===== src/rtl/adc_sar_array_ctrl_if.sv =====
// Purpose : control bundle between the SAR engine and the 16x32 capacitor array.
// Latency : n/a (signal bundle only).
// Backpressure: none; the array consumes every control line each cycle.
// Ports   : start/comp_in into the engine; sample/sw pairs, row/col decode,
//           en_bit_n, en_C0_n, result/valid/busy out of the engine.
//           master = SAR engine side, slave = array / requester side.
interface adc_sar_array_ctrl_if;
    logic        start;
    logic        comp_in;
    logic        sample;
    logic        sample_n;
    logic        sw;
    logic        sw_n;
    logic [15:0] row_n;
    logic [15:0] rowon_n;
    logic [15:0] rowoff_n;
    logic [31:0] col;
    logic [31:0] col_n;
    logic [2:0]  en_bit_n;
    logic        en_C0_n;
    logic [11:0] result;
    logic        valid;
    logic        busy;

    modport master (
        input  start, comp_in,
        output sample, sample_n, sw, sw_n,
        output row_n, rowon_n, rowoff_n, col, col_n,
        output en_bit_n, en_C0_n, result, valid, busy
    );

    modport slave (
        output start, comp_in,
        input  sample, sample_n, sw, sw_n,
        input  row_n, rowon_n, rowoff_n, col, col_n,
        input  en_bit_n, en_C0_n, result, valid, busy
    );
endinterface


===== src/rtl/adc_sar_array_ctrl.sv =====
// Purpose : 12-bit SAR control engine driving a 16x32 thermometer unit-cell array + 3 binary caps.
// Latency : valid rises SAMPLE_CYCLES + 12*SETTLE_CYCLES + 1 cycles after start is taken (+1 with HOLD).
// Backpressure: none; start is only honoured in IDLE, ignored while busy.
// Ports   : clk, rst_n (async active-low); bus = adc_sar_array_ctrl_if.master
//           (start, comp_in in; sample/sw pairs, row/col decode, en_bit_n, en_C0_n,
//           result, valid, busy out). Every output comes straight from a flop.
// Option  : define SAR_NONOVL_EN to insert a one-cycle HOLD between SAMPLE and CONV.
module adc_sar_array_ctrl #(
    parameter int SAMPLE_CYCLES = 4,
    parameter int SETTLE_CYCLES = 1
) (
    input logic                  clk,
    input logic                  rst_n,
    adc_sar_array_ctrl_if.master bus
);

    localparam logic [7:0] SAMPLE_LAST = 8'(SAMPLE_CYCLES - 1);
    localparam logic [7:0] SETTLE_LAST = 8'(SETTLE_CYCLES - 1);

    typedef enum logic [2:0] {
        ST_IDLE,
        ST_SAMPLE,
        ST_HOLD,
        ST_CONV,
        ST_DONE
    } state_t;

    // Row decode: the row addressed by code[11:8] is the partial row,
    // rows below it are fully on, rows above it fully off.
    function automatic logic [15:0] dec_row_n(input logic [11:0] code);
        logic [15:0] v;
        for (int i = 0; i < 16; i++) v[i] = (4'(i) != code[11:8]);
        return v;
    endfunction

    function automatic logic [15:0] dec_rowon_n(input logic [11:0] code);
        logic [15:0] v;
        for (int i = 0; i < 16; i++) v[i] = !(4'(i) < code[11:8]);
        return v;
    endfunction

    function automatic logic [15:0] dec_rowoff_n(input logic [11:0] code);
        logic [15:0] v;
        for (int i = 0; i < 16; i++) v[i] = !(4'(i) > code[11:8]);
        return v;
    endfunction

    // Columns inside the partial row: the low code[7:3] cells are on.
    function automatic logic [31:0] dec_col(input logic [11:0] code);
        logic [31:0] v;
        for (int j = 0; j < 32; j++) v[j] = (5'(j) < code[7:3]);
        return v;
    endfunction

    state_t      r_state;
    logic [7:0]  r_cnt;
    logic [3:0]  r_bit;
    logic [11:0] r_code;
    logic [11:0] r_result;
    logic        r_valid;
    logic        r_busy;
    logic        r_sample;
    logic        r_sample_n;
    logic        r_sw;
    logic        r_sw_n;
    logic        r_en_c0_n;
    logic [2:0]  r_en_bit_n;
    logic [15:0] r_row_n;
    logic [15:0] r_rowon_n;
    logic [15:0] r_rowoff_n;
    logic [31:0] r_col;
    logic [31:0] r_col_n;

    state_t      w_state_nxt;
    logic [7:0]  w_cnt_nxt;
    logic [3:0]  w_bit_nxt;
    logic [11:0] w_code_nxt;
    logic [11:0] w_result_nxt;
    logic        w_valid_nxt;
    logic [11:0] w_trial;
    logic [31:0] w_col_nxt;

    // Next-state / next-code; outputs are decoded from the next code so the
    // array lines change on the same edge as the state.
    always_comb begin
        w_state_nxt  = r_state;
        w_cnt_nxt    = r_cnt;
        w_bit_nxt    = r_bit;
        w_code_nxt   = r_code;
        w_result_nxt = r_result;
        w_valid_nxt  = 1'b0;
        w_trial      = r_code;
        case (r_state)
            ST_IDLE: begin
                if (bus.start) begin
                    w_state_nxt = ST_SAMPLE;
                    w_cnt_nxt   = '0;
                    w_code_nxt  = '0;
                end
            end
            ST_SAMPLE: begin
                w_code_nxt = '0;
                if (r_cnt == SAMPLE_LAST) begin
                    w_cnt_nxt = '0;
`ifdef SAR_NONOVL_EN
                    w_state_nxt = ST_HOLD;
`else
                    w_state_nxt = ST_CONV;
                    w_bit_nxt   = 4'd11;
                    w_code_nxt  = 12'h800;
`endif
                end else begin
                    w_cnt_nxt = r_cnt + 8'd1;
                end
            end
            ST_HOLD: begin
                // Top plate already open; bottom plates leave vcm on the next edge.
                w_state_nxt = ST_CONV;
                w_cnt_nxt   = '0;
                w_bit_nxt   = 4'd11;
                w_code_nxt  = 12'h800;
            end
            ST_CONV: begin
                if (r_cnt == SETTLE_LAST) begin
                    w_cnt_nxt        = '0;
                    w_trial[r_bit]   = bus.comp_in;
                    if (r_bit != 4'd0) begin
                        w_trial[r_bit - 4'd1] = 1'b1;
                        w_bit_nxt             = r_bit - 4'd1;
                    end else begin
                        w_state_nxt = ST_DONE;
                    end
                    w_code_nxt = w_trial;
                end else begin
                    w_cnt_nxt = r_cnt + 8'd1;
                end
            end
            ST_DONE: begin
                // Result and valid land on the edge that leaves DONE.
                w_state_nxt  = ST_IDLE;
                w_result_nxt = r_code;
                w_valid_nxt  = 1'b1;
            end
            default: begin
                w_state_nxt = ST_IDLE;
            end
        endcase
        w_col_nxt = dec_col(w_code_nxt);
    end

    always_ff @(posedge clk or negedge rst_n) begin
        if (!rst_n) begin
            r_state    <= ST_IDLE;
            r_cnt      <= '0;
            r_bit      <= '0;
            r_code     <= '0;
            r_result   <= '0;
            r_valid    <= 1'b0;
            r_busy     <= 1'b0;
            r_sample   <= 1'b0;
            r_sample_n <= 1'b1;
            r_sw       <= 1'b0;
            r_sw_n     <= 1'b1;
            r_en_c0_n  <= 1'b1;
            r_en_bit_n <= 3'b111;
            r_row_n    <= 16'hFFFE;
            r_rowon_n  <= 16'hFFFF;
            r_rowoff_n <= 16'h0001;
            r_col      <= '0;
            r_col_n    <= '1;
        end else begin
            r_state    <= w_state_nxt;
            r_cnt      <= w_cnt_nxt;
            r_bit      <= w_bit_nxt;
            r_code     <= w_code_nxt;
            r_result   <= w_result_nxt;
            r_valid    <= w_valid_nxt;
            r_busy     <= (w_state_nxt != ST_IDLE);
            r_sample   <= (w_state_nxt == ST_SAMPLE);
            r_sample_n <= (w_state_nxt != ST_SAMPLE);
            r_sw       <= (w_state_nxt == ST_SAMPLE);
            r_sw_n     <= (w_state_nxt != ST_SAMPLE);
            r_en_c0_n  <= (w_state_nxt != ST_CONV);
            r_en_bit_n <= ~w_code_nxt[2:0];
            r_row_n    <= dec_row_n(w_code_nxt);
            r_rowon_n  <= dec_rowon_n(w_code_nxt);
            r_rowoff_n <= dec_rowoff_n(w_code_nxt);
            r_col      <= w_col_nxt;
            r_col_n    <= ~w_col_nxt;
        end
    end

    assign bus.sample   = r_sample;
    assign bus.sample_n = r_sample_n;
    assign bus.sw       = r_sw;
    assign bus.sw_n     = r_sw_n;
    assign bus.row_n    = r_row_n;
    assign bus.rowon_n  = r_rowon_n;
    assign bus.rowoff_n = r_rowoff_n;
    assign bus.col      = r_col;
    assign bus.col_n    = r_col_n;
    assign bus.en_bit_n = r_en_bit_n;
    assign bus.en_C0_n  = r_en_c0_n;
    assign bus.result   = r_result;
    assign bus.valid    = r_valid;
    assign bus.busy     = r_busy;

endmodule


===== src/flat_wrapper.sv =====
// flat-port wrapper written by rule: the top's interface ports become plain ports
module adc_sar_array_ctrl_flat 
#(
    parameter int SAMPLE_CYCLES = 4,
    parameter int SETTLE_CYCLES = 1
)
  (clk, rst_n, bus_start, bus_comp_in, bus_sample, bus_sample_n, bus_sw, bus_sw_n, bus_row_n, bus_rowon_n, bus_rowoff_n, bus_col, bus_col_n, bus_en_bit_n, bus_en_C0_n, bus_result, bus_valid, bus_busy);
  adc_sar_array_ctrl_if bus_i ();
  input logic clk;
  input logic rst_n;
  input wire logic [$bits(bus_i.start)-1:0] bus_start;
  input wire logic [$bits(bus_i.comp_in)-1:0] bus_comp_in;
  output wire logic [$bits(bus_i.sample)-1:0] bus_sample;
  output wire logic [$bits(bus_i.sample_n)-1:0] bus_sample_n;
  output wire logic [$bits(bus_i.sw)-1:0] bus_sw;
  output wire logic [$bits(bus_i.sw_n)-1:0] bus_sw_n;
  output wire logic [$bits(bus_i.row_n)-1:0] bus_row_n;
  output wire logic [$bits(bus_i.rowon_n)-1:0] bus_rowon_n;
  output wire logic [$bits(bus_i.rowoff_n)-1:0] bus_rowoff_n;
  output wire logic [$bits(bus_i.col)-1:0] bus_col;
  output wire logic [$bits(bus_i.col_n)-1:0] bus_col_n;
  output wire logic [$bits(bus_i.en_bit_n)-1:0] bus_en_bit_n;
  output wire logic [$bits(bus_i.en_C0_n)-1:0] bus_en_C0_n;
  output wire logic [$bits(bus_i.result)-1:0] bus_result;
  output wire logic [$bits(bus_i.valid)-1:0] bus_valid;
  output wire logic [$bits(bus_i.busy)-1:0] bus_busy;
  assign bus_i.start = bus_start;
  assign bus_i.comp_in = bus_comp_in;
  assign bus_sample = bus_i.sample;
  assign bus_sample_n = bus_i.sample_n;
  assign bus_sw = bus_i.sw;
  assign bus_sw_n = bus_i.sw_n;
  assign bus_row_n = bus_i.row_n;
  assign bus_rowon_n = bus_i.rowon_n;
  assign bus_rowoff_n = bus_i.rowoff_n;
  assign bus_col = bus_i.col;
  assign bus_col_n = bus_i.col_n;
  assign bus_en_bit_n = bus_i.en_bit_n;
  assign bus_en_C0_n = bus_i.en_C0_n;
  assign bus_result = bus_i.result;
  assign bus_valid = bus_i.valid;
  assign bus_busy = bus_i.busy;
  adc_sar_array_ctrl #(.SAMPLE_CYCLES(SAMPLE_CYCLES), .SETTLE_CYCLES(SETTLE_CYCLES)) u_core (.clk(clk), .rst_n(rst_n), .bus(bus_i));
endmodule

===== config.mk =====
export PLATFORM = sky130hd
export DESIGN_NAME = adc_sar_array_ctrl_flat
export DESIGN_NICKNAME = d
export VERILOG_FILES = /design/src/rtl/adc_sar_array_ctrl_if.sv /design/src/rtl/adc_sar_array_ctrl.sv /design/src/flat_wrapper.sv
export SDC_FILE = /design/constraint.sdc
export NUM_CORES = 1
export LEC_CHECK = 0
export CAP_MARGIN = 20
export CORE_MARGIN = 1.5
export CORE_UTILIZATION = 35
export DETAILED_ROUTE_END_ITERATION = 12
export MAX_ROUTING_LAYER = met4
export PLACE_DENSITY = 0.67
export SLEW_MARGIN = 20
export SYNTH_ARGS = -nofsm -noshare
export SYNTH_HDL_FRONTEND = slang
export SYNTH_SLANG_ARGS = --single-unit

===== constraint.sdc =====
create_clock -name clk -period 2.6 [get_ports clk]
set_clock_uncertainty 0.05 [all_clocks]
set_input_delay 0.52 -clock clk [delete_from_list [all_inputs] [get_ports clk]]
set_output_delay 0.52 -clock clk [all_outputs]
set_load 0.02 [all_outputs]

==> qor.csv <==
stage,metric,value,unit
grt,gr-usage-all-layers,17.2,%
floorplan,die_w,136,um
clock_tree,htree_num_levels,4,
synthesis,synth_top_family_by_area,simple AND/OR/NAND/NOR gates,
critical_path,max_stage_delay,0.41,ns
critical_path,path_cells,inv_1 > ha_1 > or3b_1 > and2_4 > nand3_1 > o211ai_2 > buf_4 > nor2_2 > nand3_1,
synthesis,synthXorXnorAreaFrac,0.563,%
clock_tree,clockBufferDepth,2,
clock_tree,ctsResizeCount,0,
synthesis,yosys-top-cells-count,"87 x dfrtp_1, 66 x dfstp_2, 40 x nand2_1, 38 x nor2_1, 32 x o21ai_0",
floorplan,initial_core_util,35.8,%
clock_tree,numClockSinks,153,
final_layout,fillers,1534,
sta,min_period_over_period,93.3,%
place,pre_cts_slack,-0.0417,ns
sta,grt_setup_unrepaired,false,
final_layout,multi_input_area,1990,sq um
synthesis,yosysTopAreaCellShare,35.0,%
synthesis,synthMuxAreaShare,2.84,%
sta,setup_viol,0,
floorplan,io_pins,138,
final_layout,fin_area,8470,sq um
synthesis,synth_cell_type_count,66,
place,placed_cell_area,7880,sq um
final_layout,fin_nets,689,
routing,avgViaCountPerCell,4.90,
routing,drtIter0Drc,266,
synthesis,ys.flop_type,dfrtp_1,
place,portBuffers,133,
sta,drv_slew,0,
final_layout,drive_above_1_share,27.8,%
synthesis,syn_area,6220,sq um
clock_tree,cts_tree,done,
synthesis,synthCells,524,
synthesis,synthSimpleGateAreaFrac,15.5,%
sta,slew_headroom,63.9,%
sta,final_hold_viol_count,0,
pwr,ir_drop,489,uV
final_layout,final-instance-count-excl-fill,913,
critical_path,worstPathArrival,2.67,ns
sta,finalCriticalPeriod,2.43,ns
floorplan,core_area,17400,sq um
clock_tree,cts_buffers,17,
place,dp_hpwl,10600,um
clock_tree,cts_setup_buffers,0,
clock_tree,clockRootBuffer,clkbuf_16,
floorplan,dieArea,18600,sq um
critical_path,slowest_stage,or3b_1,
place,routabilityCongestion,0.924,
grt,grt_max_degree,58,
critical_path,worstSetupStartpointType,register,
critical_path,worstSetupPathType,register to register,
routing,drc,0,
synthesis,synth_warnings,0,
final_layout,syn2layout_area_growth,36.1,%
grt,grt_pass1_wl,23300,um
floorplan,die_h,136,um
worst_hold_path,hold_path_class,primary input to async pin,
synthesis,synth_top_area_cell,dfrtp_1,
synthesis,synth_seq_cells,153,
routing,dr_total_vias,4472,
place,place_inst,881,
clock_tree,clkTransAtPathRegs,0.07,ns
synthesis,syn_avg_cell_area,11.9,sq um
sta,tns,0,ns
routing,wire_per_inst,16.2,um
pwr,power_density,905,nW/um^2
sta,tightestPinTransition,0.541,ns
routing,first_pass_iters,5,
synthesis,synth-async-reset-ratio,100,%
job,drv_cap,0,
synthesis,synth-compound-area-share,10.5,%
synthesis,yosysSeqAreaShare,62.9,%
grt,grt_overflow,0,
pwr,p_leak,0.00372,uW
routing,drtAntennaViolNets,0,
synthesis,synth_area_leaders,"dfrtp_1 35%, dfstp_2 28%, o21ai_0 2.6%, nand2_1 2.4%, mux2_2 2.4%",
final_layout,antenna_cells,0,
synthesis,synthAdderAreaFrac,2.01,%
critical_path,worst_setup_path_end_kind,register,
outcome,status,completed,
grt,grt_pass1_vias,4373,
floorplan,row_count,48,
critical_path,rrSetupSlack,0.17,ns
critical_path,r2r_start,u_core.r_bit[0]$_DFFE_PN0P_,
sta,max_freq,412,MHz
clock_tree,clk_latency,0.43,ns
critical_path,path_max_fanout,8,
clock_tree,cts_hold_buf,0,
critical_path,r2r-end,u_core.bus.rowoff_n[1]$_DFF_PN0_,
synthesis,synth.most_common_cell,dfrtp_1,
grt,antenna_found_initial,0,
critical_path,required,2.84,ns
critical_path,crit_path_frequent_cell,nand3_1,
critical_path,worst-r2r-cell-count,9,
synthesis,synth_edf_count,0,
final_layout,regArea,3910,sq um
routing,wirelength,14800,um
sta,worst_slack,0.174,ns
## per-layer routing
metal | vias to the layer above | track usage (%) | share of wire (%)
met5 | - | - | 0
met3 | 25 | 3.28 | 5.4
li1 | 2068 | - | -
met1 | 2198 | 23.0 | 46
met2 | 181 | 25.4 | 46
met4 | 0 | 7.74 | 2.3
## placed cells by master, fill, tap and decap left out, types with 5 or more instances in the layout
cell and instances:
nand2_1 39, mux2_2 13, o21ai_1 9, clkbuf_16 17, a21oi_2 6, a21oi_1 20
nor2_1 37, buf_4 38, inv_1 13, ha_1 9, nor3_1 7, o21ai_0 32
and2_1 11, dfrtp_1 87, inv_4 5, nand3_1 29, dfstp_2 66, o21a_1 5
nand4_1 6, and3_1 6, a31oi_1 9, clkdlybuf4s50_1 132
## metrics by stage
stage | util (%) | total power, uW | hold WS (ns)
after CTS | 48.7 | 7710 | 0.0271
after global routing | 48.8 | 8050 | 0.0498
final | 48.8 | 7670 | 0.00729
after detailed placement | 45.4 | 5320 | 0.446
after floorplan | - | 4390 | 0.174
after global placement | 45.4 | 5260 | 0.438
## worst max-delay path by stage
| stage | start | to | slack [ns] | cells past startpoint |
|---|---|---|---|---|
| floorplan | u_core.r_bit[0]$_DFFE_PN0P_ | u_core.bus.col[16]$_DFF_PN0_ | 0.27 | 11 |
| global placement | bus_start | u_core.bus.col[8]$_DFF_PN0_ | 0.01 | 7 |
| detailed placement | bus_start | u_core.bus.col[16]$_DFF_PN0_ | -0.04 | 7 |
| CTS | u_core.r_cnt[1]$_DFFE_PN0P_ | u_core.bus.col[16]$_DFF_PN0_ | 0.02 | 8 |
| global route | u_core.r_bit[0]$_DFFE_PN0P_ | u_core.bus.rowoff_n[1]$_DFF_PN0_ | 0.02 | 9 |
| finish | u_core.r_bit[0]$_DFFE_PN0P_ | u_core.bus.rowoff_n[1]$_DFF_PN0_ | 0.17 | 9 |
## power breakdown
| group | leakage, uW | internal, uW | switching, uW |
|---|---|---|---|
| Combinational | 0.00157 | 947 | 1320 |
| Sequential | 0.00188 | 2760 | 266 |
| Clock | 0.000275 | 1400 | 968 |
## registers in the layout, summed over array words and instances, names as in the netlist, 3 cells and up
register and flops:
u_core.bus.col_n 31, u_core.bus.col 30, u_core.bus.row_n 16, u_core.bus.rowon_n 15
u_core.bus.rowoff_n 14, u_core.bus.result 12, u_core.r_code 12, u_core.r_cnt 8
u_core.r_bit 4, u_core.bus.en_bit_n 3, u_core.r_state 3
## kinds of logic after synthesis
kind of cell	after synthesis
muxes	16
DFF	153
other	2
xor gates and xnor gates	4
and+or+nand+nor	175
AOI/OAI and AO/OA	102
adders and majority gates	10
buffers and inverters	62
## layout make-up
cell class / instances / area share [%]
multi-input combinational: 311 / 23.5
tap: 225 / 3.32
clock inverter: 9 / 1.05
timing repair buffer: 172 / 19.3
clock buffer: 23 / 5.64
inverter: 20 / 0.975
sequential: 153 / 46.2
## worst max-delay path, delay by kind of cell, from the launching register on
family / cells / cell delay (ns)
adders and majority gates: 1 / 0.20
DFF: 1 / 0.39
AOI/OAI and AO/OA: 1 / 0.16
buffers and inverters: 2 / 0.32
and+or+nand+nor: 5 / 1.18
No activity file was read; power rests on OpenSTA's default activity.
